--- src/rtl/epb_wb_bridge.sv ---
// EPB (PowerPC external peripheral bus) to Wishbone classic master bridge, one access in flight.
// Optional build macro EPB_WB_TIMEOUT_EN adds a WAIT timeout with a sticky timeout_o flag.
module epb_wb_bridge #(
  parameter int unsigned ADDR_W         = 25,
  parameter int unsigned TIMEOUT_CYCLES = 1023,
  parameter logic [31:0] ERR_DATA       = 32'hFFFF_FFFF
) (
  input  logic              epb_clk,
  input  logic              epb_rst,
  input  logic              epb_cs_n,
  input  logic              epb_r_w_n,
  input  logic [3:0]        epb_be_n,
  input  logic [ADDR_W-1:0] epb_addr,
  input  logic [31:0]       epb_data_i,
  output logic [31:0]       epb_data_o,
  output logic              epb_data_oe_n,
  output logic              epb_rdy,
  output logic              wbm_cyc_o,
  output logic              wbm_stb_o,
  output logic              wbm_we_o,
  output logic [3:0]        wbm_sel_o,
  output logic [ADDR_W-1:0] wbm_adr_o,
  output logic [31:0]       wbm_dat_o,
  input  logic [31:0]       wbm_dat_i,
  input  logic              wbm_ack_i,
  input  logic              wbm_err_i,
  output logic              timeout_o
);

  typedef enum logic [1:0] {StIdle, StWait, StRdy, StHold} state_e;

  state_e            state_q, state_d;
  logic              cs_n_q, r_w_n_q;
  logic [3:0]        be_n_q;
  logic [ADDR_W-1:0] addr_q;
  logic [31:0]       data_q;

  logic              cyc_q, cyc_d, we_q, we_d, rdy_q, rdy_d, oe_n_q, oe_n_d;
  logic              abort_q, abort_d;
  logic [3:0]        sel_q, sel_d;
  logic [ADDR_W-1:0] adr_q, adr_d;
  logic [31:0]       dat_q, dat_d, rdata_q, rdata_d;
  logic              to_fire, term;

`ifdef EPB_WB_TIMEOUT_EN
  localparam int unsigned CntW = $clog2(TIMEOUT_CYCLES + 1);
  logic [CntW-1:0] cnt_q;
  logic            timeout_q;

  // Ack or err on the same edge as the timeout takes priority over it.
  assign to_fire = (state_q == StWait) && (cnt_q == CntW'(TIMEOUT_CYCLES - 1)) &&
                   !wbm_ack_i && !wbm_err_i;

  always_ff @(posedge epb_clk) begin
    if (epb_rst) begin
      cnt_q     <= '0;
      timeout_q <= 1'b0;
    end else begin
      cnt_q     <= (state_q == StWait) ? cnt_q + 1'b1 : '0;
      timeout_q <= timeout_q | to_fire;
    end
  end
  assign timeout_o = timeout_q;
`else
  logic unused_timeout_cfg;
  assign unused_timeout_cfg = ^TIMEOUT_CYCLES;
  assign to_fire   = 1'b0;
  assign timeout_o = 1'b0;
`endif

  assign term = wbm_ack_i | wbm_err_i | to_fire;

  // Input capture register; the FSM only ever looks at these copies.
  always_ff @(posedge epb_clk) begin
    if (epb_rst) begin
      cs_n_q  <= 1'b1;
      r_w_n_q <= 1'b1;
      be_n_q  <= 4'hF;
      addr_q  <= '0;
      data_q  <= '0;
    end else begin
      cs_n_q  <= epb_cs_n;
      r_w_n_q <= epb_r_w_n;
      be_n_q  <= epb_be_n;
      addr_q  <= epb_addr;
      data_q  <= epb_data_i;
    end
  end

  always_ff @(posedge epb_clk) begin
    if (epb_rst) state_q <= StIdle;
    else         state_q <= state_d;
  end

  always_comb begin
    state_d = state_q;
    unique case (state_q)
      StIdle: if (!cs_n_q) state_d = StWait;
      // An aborted access still finishes on the bus but skips the EPB handshake.
      StWait: if (term) state_d = (abort_q || cs_n_q) ? StIdle : StRdy;
      StRdy:  state_d = StHold;
      StHold: if (cs_n_q) state_d = StIdle;
      default: state_d = StIdle;
    endcase
  end

  always_comb begin
    adr_d   = adr_q;
    we_d    = we_q;
    sel_d   = sel_q;
    dat_d   = dat_q;
    rdata_d = rdata_q;
    if (state_q == StIdle && !cs_n_q) begin
      adr_d = addr_q;
      we_d  = ~r_w_n_q;
      sel_d = ~be_n_q;
      dat_d = data_q;
    end
    if (state_q == StWait && term && !we_q) begin
      if (wbm_err_i)      rdata_d = ERR_DATA;
      else if (wbm_ack_i) rdata_d = wbm_dat_i;
      else                rdata_d = 32'hDEAD_C0DE;
    end
    cyc_d   = (state_d == StWait);
    rdy_d   = (state_d == StRdy);
    abort_d = (state_q == StWait) ? (abort_q | cs_n_q) : 1'b0;
    if (state_d == StRdy)       oe_n_d = we_q;
    else if (state_d == StHold) oe_n_d = oe_n_q;
    else                        oe_n_d = 1'b1;
  end

  always_ff @(posedge epb_clk) begin
    if (epb_rst) begin
      cyc_q   <= 1'b0;
      we_q    <= 1'b0;
      sel_q   <= '0;
      adr_q   <= '0;
      dat_q   <= '0;
      rdata_q <= '0;
      rdy_q   <= 1'b0;
      oe_n_q  <= 1'b1;
      abort_q <= 1'b0;
    end else begin
      cyc_q   <= cyc_d;
      we_q    <= we_d;
      sel_q   <= sel_d;
      adr_q   <= adr_d;
      dat_q   <= dat_d;
      rdata_q <= rdata_d;
      rdy_q   <= rdy_d;
      oe_n_q  <= oe_n_d;
      abort_q <= abort_d;
    end
  end

  assign wbm_cyc_o     = cyc_q;
  assign wbm_stb_o     = cyc_q;
  assign wbm_we_o      = we_q;
  assign wbm_sel_o     = sel_q;
  assign wbm_adr_o     = adr_q;
  assign wbm_dat_o     = dat_q;
  assign epb_data_o    = rdata_q;
  assign epb_rdy       = rdy_q;
  assign epb_data_oe_n = oe_n_q;

endmodule

--- config.mk ---
export PLATFORM = sky130hd
export DESIGN_NAME = epb_wb_bridge
export DESIGN_NICKNAME = d
export VERILOG_FILES = /design/src/rtl/epb_wb_bridge.sv
export SDC_FILE = /design/constraint.sdc
export NUM_CORES = 1
export LEC_CHECK = 0
export ABC_AREA = 1
export BUFFER_PORTS_ARGS = -buffer_cell sky130_fd_sc_hd__buf_2
export CORE_MARGIN = 10
export CORE_UTILIZATION = 53
export CTS_CLUSTER_DIAMETER = 30
export DETAILED_ROUTE_END_ITERATION = 8
export HOLD_SLACK_MARGIN = 0.08
export PLACE_DENSITY = 0.89
export SLEW_MARGIN = 20
export SYNTH_ARGS = -nofsm -noshare
export SYNTH_HDL_FRONTEND = slang
export SYNTH_SLANG_ARGS = --single-unit
--- constraint.sdc ---
create_clock -name epb_clk -period 3.17 [get_ports epb_clk]
set_clock_uncertainty 0.05 [all_clocks]
set_input_delay 0.1585 -clock epb_clk [delete_from_list [all_inputs] [get_ports epb_clk]]
set_output_delay 0.1585 -clock epb_clk [all_outputs]
set_load 0.01 [all_outputs]
==> out/metrics.cfg, run 1 <==
[power_and_ir_drop]
power_mw = 4.937
ir_drop_mv = 0.3732
leakage_nw = 4.348
pwr_density_cell_mw_per_mm2 = 594.0

[timing]
holdWs_ns = 0.1455
final_max_slew_viol_count = 0
fmax_ghz = 0.5796
finalSetupTns_ns = 0
worst_slack_ns = 1.445
hold_viol = 0
worst_pin_slew_ns = 0.7483
rsz0062_at_grt = no
slew-limit-headroom = 0.5006
report.final.setup_viol = 0
period_needed_ns = 1.725
fin_crit_sh = 0.5442

[route]
wl_per_cell_um = 15.56
drt-initial-drc-count = 528
via_per_inst = 4.792
first_pass_iters = 5
drc = 0
vias = 5727
routed_wl_mm = 18.60
ant_nets = 0

[placed_design]
hpwl_mm = 10.05
place_ws_ns = 1.502
dpl_cell_area_mm2 = 0.006746
routabilityCongestion = 0.7893
port_buffers = 196

[cells_and_area]
final_area_mm2 = 0.008312
syn2layout_area_growth_pct = 44.35
drive_above_1_share = 0.2351
final_cell_mix = 235 x nor2_1, 196 x buf_2, 163 x dfxtp_1
final_nets = 1141
mostFrequentLayoutCell = nor2_1
nFillCells = 639

[run]
drv_cap = 0

[synth]
yosysUniqueCellTypes = 23
ys_warn_count = 0
synth_area_per_cell_um2 = 7.468
syn_inst = 771
synth_compound_gate_area_share = 0.06475
yosys.area_share.simple = 0.2460
synthAdderAreaFrac = 0
synth_area_leaders = dfxtp_1 57%, nor2_1 15%, inv_1 8.1%, nand2_1 6.4%, o21ai_0 4.8%
synth-seq-cells = 163
seq_area_frac_synth = 0.5667
synthesis.area_mm2 = 0.005758
synth_top_area_share = 0.5667
syn_nets = 870
synth_top_cell_by_area = dfxtp_1
synth_top_family_by_area = simple AND/OR/NAND/NOR gates
synth_mux_area_frac = 0
synth-xor-area-share = 0

[global_route]
grt_overflow_total = 0
antenna_found_initial = 3
grt_usage = 0.2273
grt_pass1_wl_mm = 28.97
grt_pass1_vias = 5690
grt_max_degree = 69

[clock_network]
clk_latency_ns = 0.52
clkSlewWorstSetupHoldPaths_ns = 0.07
root_buffer = clkbuf_8
cts_tree = built
cts.sinks = 163
cts_max_path_buffers = 2
cts-buffers-inserted = 17
post_cts_buffers = 0
htreeDepth = 4

[floorplan]
die_x_um = 124.2
io_pins = 198
die_h_um = 124.2
die-area_mm2 = 0.01543
core_mm2 = 0.01046
start_util = 0.5503
rows = 37

[worst_setup_path]
worstPathArrival_ns = 2.11
crit_path_start_kind = flip-flop
crit_type = reg2reg
crit_path_end_kind = flip-flop
path_max_fanout = 51
worstPathRequired_ns = 3.55
r2r_slack_ns = 1.44

[status]
outcome = finished, final reports clean

[min_path]
hold_path.class = in2reg

layer usage:
| metal | vias to the layer above | track usage | part of all wire |
|---|---|---|---|
| met5 | - | 0 | 0 |
| li1 | 2803 | - | - |
| met4 | 0 | 0.1302 | 0.044 |
| met3 | 61 | 0.06160 | 0.065 |
| met2 | 289 | 0.4065 | 0.52 |
| met1 | 2574 | 0.2327 | 0.37 |
where the power goes:
group,leakage [nW],switching (mW),internal (mW)
Sequential,1.35,0.0680,2.19
Clock,0.288,0.972,1.03
Combinational,2.71,0.380,0.296
Total,4.35,1.42,3.52
Yosys cell counts, drive strengths merged:
cell / number
nand2: 99
o211ai: 1
dfxtp: 163
o21ai: 58
or2: 6
clkinv: 1
clkbuf: 25
nand3: 18
a21oi: 15
conb: 1
buf: 18
inv: 128
nor2: 237
nor3: 1
what timing repair did:
action,CTS,global route
endpoints found under the hold margin,95,0
resized for setup,0,0
hold buffers,95,0
kinds of logic after synthesis:
family                 count (synthesis)
DFF                                  163
AOI/OAI and AO/OA                     74
buffers and inverters                172
and+or+nand+nor                      361
other                                  1
flip-flops by register name, indices dropped and copies added (netlist names), 2 cells and up:
register and cells:
data_q 32, epb_data_o 32, state_q 2, wbm_sel_o 4
be_n_q 4, wbm_dat_o 32, addr_q 25, wbm_adr_o 25
critical path: stages (launching register included):
cell and delay, ns:
dfxtp_1 0.33, inv_1 0.09, nand2_1 0.12, nor2_4 0.33
nand2_4 0.38, nand2_1 0.15, nand2_1 0.07, nor2_1 0.13
final cells by class:
type | instances | area (um^2) | area share
antenna | 4 | 10.01 | 0.001204
clock buffer | 17 | 414.1 | 0.04983
clock inverter | 15 | 190.2 | 0.02288
inverter | 129 | 484.2 | 0.05826
multi-input combinational | 436 | 1793 | 0.2157
sequential | 163 | 3263 | 0.3926
tap | 136 | 170.2 | 0.02047
timing repair buffer | 295 | 1987 | 0.2390
worst paths after layout:
kind | start | end | depth (start not counted)
setup / recovery | state_q[1]$_SDFF_PP0_ | epb_data_o[14]$_SDFFE_PP0P_ | 7
hold / removal | wbm_err_i | epb_data_o[20]$_SDFFE_PP0P_ | 5
setup reg to reg | state_q[1]$_SDFF_PP0_ | epb_data_o[14]$_SDFFE_PP0P_ | 7
hold reg to reg | be_n_q[0]$_SDFF_PP1_ | wbm_sel_o[0]$_SDFFE_PP0P_ | 3
through the flow:
| stage | util | cells |
|---|---|---|
| final | 0.7944 | 1195 |
| after global routing | 0.7942 | 1194 |
| after CTS | 0.7935 | 1191 |
| after detailed placement | 0.6448 | 1064 |
| after global placement | 0.6448 | 1064 |
| after floorplan | - | 771 |
Note: power is estimated with default switching activity, not from simulation.
==> run 2, diff against run 1 <==
--- a/config.mk
+++ b/config.mk
@@ -8,11 +8,11 @@
 export ABC_AREA = 1
 export BUFFER_PORTS_ARGS = -buffer_cell sky130_fd_sc_hd__buf_2
 export CORE_MARGIN = 10
-export CORE_UTILIZATION = 53
+export CORE_UTILIZATION = 50
 export CTS_CLUSTER_DIAMETER = 30
 export DETAILED_ROUTE_END_ITERATION = 8
 export HOLD_SLACK_MARGIN = 0.08
-export PLACE_DENSITY = 0.89
+export PLACE_DENSITY = 0.85
 export SLEW_MARGIN = 20
 export SYNTH_ARGS = -nofsm -noshare
 export SYNTH_HDL_FRONTEND = slang
==> constraint.sdc (replaced) <==
create_clock -name epb_clk -period 1.7 [get_ports epb_clk]
set_clock_uncertainty 0.05 [all_clocks]
set_input_delay 0.085 -clock epb_clk [delete_from_list [all_inputs] [get_ports epb_clk]]
set_output_delay 0.085 -clock epb_clk [all_outputs]
set_load 0.01 [all_outputs]
==> out/metrics.cfg, run 2 (same netlist as run 1, synthesis figures left out) <==
[worst_setup_path]
cpPeakStageDelay_ns = 0.46  ; +0.08 ns
crit_buf_inv = 2  ; +1
worstPathRequired_ns = 1.99  ; -1.56 ns
crit_chain = inv_1 -> nand3_2 -> buf_4 -> o21ai_0 -> nor2_1
crit_path_start_kind = flip-flop
crit_type = reg2reg
worstPathArrival_ns = 1.78  ; -0.33 ns
path_max_fanout = 58  ; +14%
critical-path-slowest-cell = buf_4
crit_path_end_kind = flip-flop
crit_family = buffers and inverters

[cells_and_area]
nFillCells = 750  ; +17%
stdcell_count = 1223  ; +2.3%
final_cell_mix = 235 x nor2_1, 196 x buf_2, 163 x dfxtp_1
mostFrequentLayoutCell = nor2_1
final_nets = 1163  ; +1.9%
drive_above_1_share = 0.2349  ; about the same
syn2layout_area_growth_pct = 47.48

[clock_network]
cts-buffers-inserted = 17  ; unchanged
cts_tree = built
htreeDepth = 4  ; unchanged
post_cts_resized = 0  ; unchanged
clk_latency_ns = 0.41  ; -0.11 ns
cts_max_path_buffers = 2  ; unchanged
root_buffer = clkbuf_16
clkSlewWorstSetupHoldPaths_ns = 0.06  ; about the same
cts.sinks = 163  ; unchanged

[global_route]
grt_max_degree = 59  ; -14%
grt_usage = 0.2128  ; -0.01449
antenna_found_initial = 3  ; unchanged
grt_overflow_total = 0  ; unchanged
grt_pass1_wl_mm = 28.14  ; -2.9%
grt_pass1_vias = 5752  ; +1.1%

[floorplan]
die-area_mm2 = 0.01621  ; +5.0%
core_mm2 = 0.01137  ; +8.7%
die_x_um = 127.3  ; +2.5%
rows = 39  ; +5.4%
die_h_um = 127.3  ; +2.5%
io_pins = 198  ; unchanged
start_util = 0.5064  ; -0.04391

[placed_design]
post-place-cells = 1079  ; +1.4%
port_buffers = 196  ; unchanged
hpwl_mm = 9.995  ; -0.55%
routabilityCongestion = 0.8206  ; +4.0%

[timing]
slew-limit-headroom = 0.6382  ; +0.1376
finalSetupTns_ns = 0  ; unchanged
report.final.setup_viol = 0  ; unchanged
fin_crit_sh = 0.8762  ; +0.3320
hold_viol = 0  ; unchanged
worst_pin_slew_ns = 0.5428  ; -0.2056 ns
final_max_slew_viol_count = 0  ; unchanged
fmax_ghz = 0.6714  ; +16%
period_needed_ns = 1.490  ; -0.2357 ns
rsz0062_at_grt = no

[route]
vias = 5704  ; -0.40%
drc = 0  ; unchanged
routed_wl_mm = 18.04  ; -3.0%
first_pass_iters = 6  ; +1
drt-initial-drc-count = 397  ; -25%
ant_nets = 0  ; unchanged
via_per_inst = 4.664  ; -2.7%
wl_per_cell_um = 14.75  ; -5.2%

[power_and_ir_drop]
pwr_density_cell_mw_per_mm2 = 1073  ; +81%
ir_drop_mv = 0.8544  ; +130%
leakage_nw = 4.456  ; +2.5%

[min_path]
hold_path.class = in2reg

[run]
drv_cap = 0  ; unchanged

[status]
outcome = finished, final reports clean

==> run 2: cell count changes in the layout (fill, tap and decap cells not counted), moves of 3 or more <==
cell / change
buf_4: +6
clkbuf_1: +3
clkinv_2: +4
clkinv_8: -7
dlygate4sd3_1: +14
==> run 2: through the flow <==
step / cell area (um^2) / setup WS [ns] / hold WS [ns] / utilization / total power, mW
finish: 8492 / 0.2105 / 0.1106 / 0.7469 / 9.108
global route: 8492 / 0.09049 / 0.1286 / 0.7469 / 9.466
CTS: 8484 / 0.2420 / 0.08069 / 0.7462 / 9.068
detailed placement: 6840 / 0.2732 / 0.2197 / 0.6016 / 5.336
global placement: 6840 / 0.3542 / 0.2207 / 0.6016 / 5.298
floorplan: 5758 / 0.4646 / 0.1388 / - / 4.899
==> run 2: tightest hold or removal path: stages <==
cell	delay, ns
buf_2	0.17
a21oi_1	0.08
nand3_1	0.07
nand2_1	0.04
nor2_1	0.08
==> run 2: cell type report <==
class | instances | area (um^2) | area share
Timing Repair Buffer | 317 | 2212 | 0.2605
Sequential cell | 163 | 3263 | 0.3843
Antenna cell | 3 | 7.507 | 0.0008840
Inverter | 129 | 484.2 | 0.05702
Clock inverter | 11 | 102.6 | 0.01208
Multi-Input combinational cell | 436 | 1793 | 0.2111
Tap cell | 143 | 178.9 | 0.02107
Clock buffer | 21 | 450.4 | 0.05304
==> run 2: report_power, final <==
group / switching [mW] / total, mW / internal (mW)
Sequential: 0.122 / 4.21 / 4.08
Combinational: 0.706 / 1.30 / 0.592
Clock: 1.54 / 3.60 / 2.07
==> run 2: final timing paths <==
kind              slack, ns                       from  cells after the start                     endpoint
hold / removal         0.11                  wbm_ack_i                      5  epb_data_o[22]$_SDFFE_PP0P_
setup reg to reg       0.21      state_q[1]$_SDFF_PP0_                      5   wbm_adr_o[10]$_SDFFE_PP0P_
setup / recovery       0.21      state_q[1]$_SDFF_PP0_                      5   wbm_adr_o[10]$_SDFFE_PP0P_
hold reg to reg        0.42  wbm_dat_o[8]$_SDFFE_PP0P_                      2    wbm_dat_o[8]$_SDFFE_PP0P_
==> run 2: repair_timing <==
| item | CTS | global route |
|---|---|---|
| buffers inserted | 0 | 0 |
| hold buffers | 109 | 0 |
| endpoints found under the hold margin | 95 | 0 |
==> run 2: layer usage <==
layer / vias to the layer above / part of all wire / GRT usage
li1: 2839 / - / -
met1: 2571 / 0.36 / 0.2067
met2: 245 / 0.54 / 0.3938
met3: 49 / 0.073 / 0.07155
met4: 0 / 0.030 / 0.1025
met5: - / 0 / 0
==> run 3, diff against run 2 <==
--- a/config.mk
+++ b/config.mk
@@ -11,6 +11,7 @@
 export CORE_UTILIZATION = 50
 export CTS_CLUSTER_DIAMETER = 30
 export DETAILED_ROUTE_END_ITERATION = 8
+export GPL_TIMING_DRIVEN = 0
 export HOLD_SLACK_MARGIN = 0.08
 export PLACE_DENSITY = 0.85
 export SLEW_MARGIN = 20
==> out/metrics.cfg, run 3 (same netlist as run 1, synthesis figures left out) <==
[cells_and_area]
utilization = 0.7423  ; -0.004622
mostFrequentLayoutCell = nor2_1
drive_above_1_share = 0.2377  ; +0.002748
stdcell_count = 1240  ; +1.4%
syn2layout_area_growth_pct = 46.57
final_cell_mix = 235 x nor2_1, 206 x buf_2, 163 x dfxtp_1
final_nets = 1180  ; +1.5%

[route]
drt-initial-drc-count = 356  ; -10%
wl_per_cell_um = 15.16  ; +2.8%
maxUsedRoutingLayer = met4
met1_length_mm = 6.547  ; +0.85%
first_pass_iters = 5  ; -1
drc = 0  ; unchanged
routed_wl_mm = 18.80  ; +4.2%
vias = 5783  ; +1.4%
via_per_inst = 4.664  ; about the same
wl_met2_mm = 9.685  ; about the same
ant_nets = 0  ; unchanged
wl_met3_mm = 1.634  ; +23%

[timing]
fin_crit_sh = 0.9087  ; +0.03249
period_needed_ns = 1.545  ; +0.05523 ns
worst_pin_slew_ns = 0.5616  ; +0.01879 ns
holdWs_ns = 0.1143  ; +0.003658 ns
final_max_slew_viol_count = 0  ; unchanged
slew-limit-headroom = 0.6256  ; -0.01252
rsz0062_at_grt = no
hold_viol = 0  ; unchanged
finalSetupTns_ns = 0  ; unchanged
fmax_ghz = 0.6474  ; -3.6%
report.final.setup_viol = 0  ; unchanged

[global_route]
grt_overflow_total = 0  ; unchanged
grt_max_degree = 17  ; -71%
antenna_found_initial = 3  ; unchanged
grt_usage = 0.2263  ; +0.01353
grt_pass1_wl_mm = 29.66  ; +5.4%
grt_pass1_vias = 5942  ; +3.3%

[worst_setup_path]
crit_chain = inv_1 -> nand3_2 -> inv_1 -> buf_2 -> buf_2 -> nor2_1 -> nor2_1
path_max_fanout = 10  ; -83%
worstPathRequired_ns = 1.99  ; about the same
crit_buf_inv = 4  ; +2
crit_family = buffers and inverters
crit_type = reg2reg
cpPeakStageDelay_ns = 0.32  ; -0.14 ns
crit_path_start_kind = flip-flop
worstPathArrival_ns = 1.84  ; +0.06 ns
critical-path-slowest-cell = dfxtp_1
crit_path_end_kind = flip-flop

[placed_design]
hpwl_mm = 11.01  ; +10%
post-place-cells = 1109  ; +2.8%
routabilityCongestion = 0.8679  ; +5.8%
port_buffers = 195  ; -0.51%

[status]
outcome = finished, final reports clean

[floorplan]
die_h_um = 127.3  ; unchanged
die-area_mm2 = 0.01621  ; unchanged
rows = 39  ; unchanged
die_x_um = 127.3  ; unchanged
start_util = 0.5064  ; unchanged
io_pins = 198  ; unchanged
core_mm2 = 0.01137  ; unchanged

[clock_network]
post_cts_buffers = 0  ; unchanged
cts-buffers-inserted = 17  ; unchanged
cts_tree = built
cts_max_path_buffers = 2  ; unchanged
htreeDepth = 4  ; unchanged
root_buffer = clkbuf_16
clk_latency_ns = 0.41  ; about the same
cts.sinks = 163  ; unchanged
clkSlewWorstSetupHoldPaths_ns = 0.07  ; about the same

[min_path]
hold_path.class = in2reg

[power_and_ir_drop]
ir_drop_mv = 0.7440  ; -13%
leakage_nw = 4.425  ; -0.68%
pwr_density_cell_mw_per_mm2 = 1078  ; +0.48%

[run]
drv_cap = 0  ; unchanged

==> run 3: path summary, 6_finish.rpt <==
kind,start,endpoint,slack [ns],cells past startpoint
hold reg to reg,be_n_q[2]$_SDFF_PP1_,wbm_sel_o[2]$_SDFFE_PP0P_,0.41,3
setup / recovery,cs_n_q$_SDFF_PP1_,wbm_adr_o[3]$_SDFFE_PP0P_,0.16,7
setup reg to reg,cs_n_q$_SDFF_PP1_,wbm_adr_o[3]$_SDFFE_PP0P_,0.16,7
hold / removal,wbm_ack_i,epb_data_o[5]$_SDFFE_PP0P_,0.11,5
==> run 3: routing by layer <==
| metal | vias to the layer above | GRT usage |
|---|---|---|
| met5 | - | 0 |
| met4 | 0 | 0.1480 |
| met3 | 79 | 0.08644 |
| met2 | 280 | 0.3932 |
| met1 | 2546 | 0.2203 |
| li1 | 2878 | - |
==> run 3: cell type report <==
class / instances / area [um^2]
flip-flops and latches: 163 / 3263
fillers: 783 / 2930
repair buffers: 291 / 1937
multi-input cells: 436 / 1793
inverters: 129 / 484.2
clock buffers: 19 / 432.9
plain buffers: 43 / 220.2
well taps: 143 / 178.9
clock inverters: 13 / 122.6
diodes: 3 / 7.507
==> run 3: repair_timing <==
item	4_1_cts	5_1_grt
resized for setup	0	4
hold buffers	96	0
endpoints found under the setup margin	0	11
endpoints found under the hold margin	95	0
==> run 3: stage by stage <==
| stage | setup WS, ns | power [mW] | instance area (um^2) |
|---|---|---|---|
| floorplan | 0.4646 | 4.899 | 5758 |
| CTS | 0.1455 | 9.065 | 8429 |
| finish | 0.1553 | 9.095 | 8439 |
| global route | 0.02408 | 9.474 | 8439 |
| global placement | 0.1815 | 5.324 | 6913 |
| detailed placement | 0.1746 | 5.357 | 6913 |
==> run 3: report_power, final <==
part           leakage [nW]  total (mW)  switching, mW  internal (mW)
combinational          2.82        1.31          0.729          0.582
clock                 0.262        3.59           1.66           1.93
sequential             1.35        4.19          0.112           4.08
==> run 3: worst reg2reg max path, delay by kind of cell, from the launching register on <==
family | cells | cell delay [ns]
AND/OR/NAND/NOR | 3 | 0.42
flip-flops | 1 | 0.32
buffers and inverters | 4 | 0.70
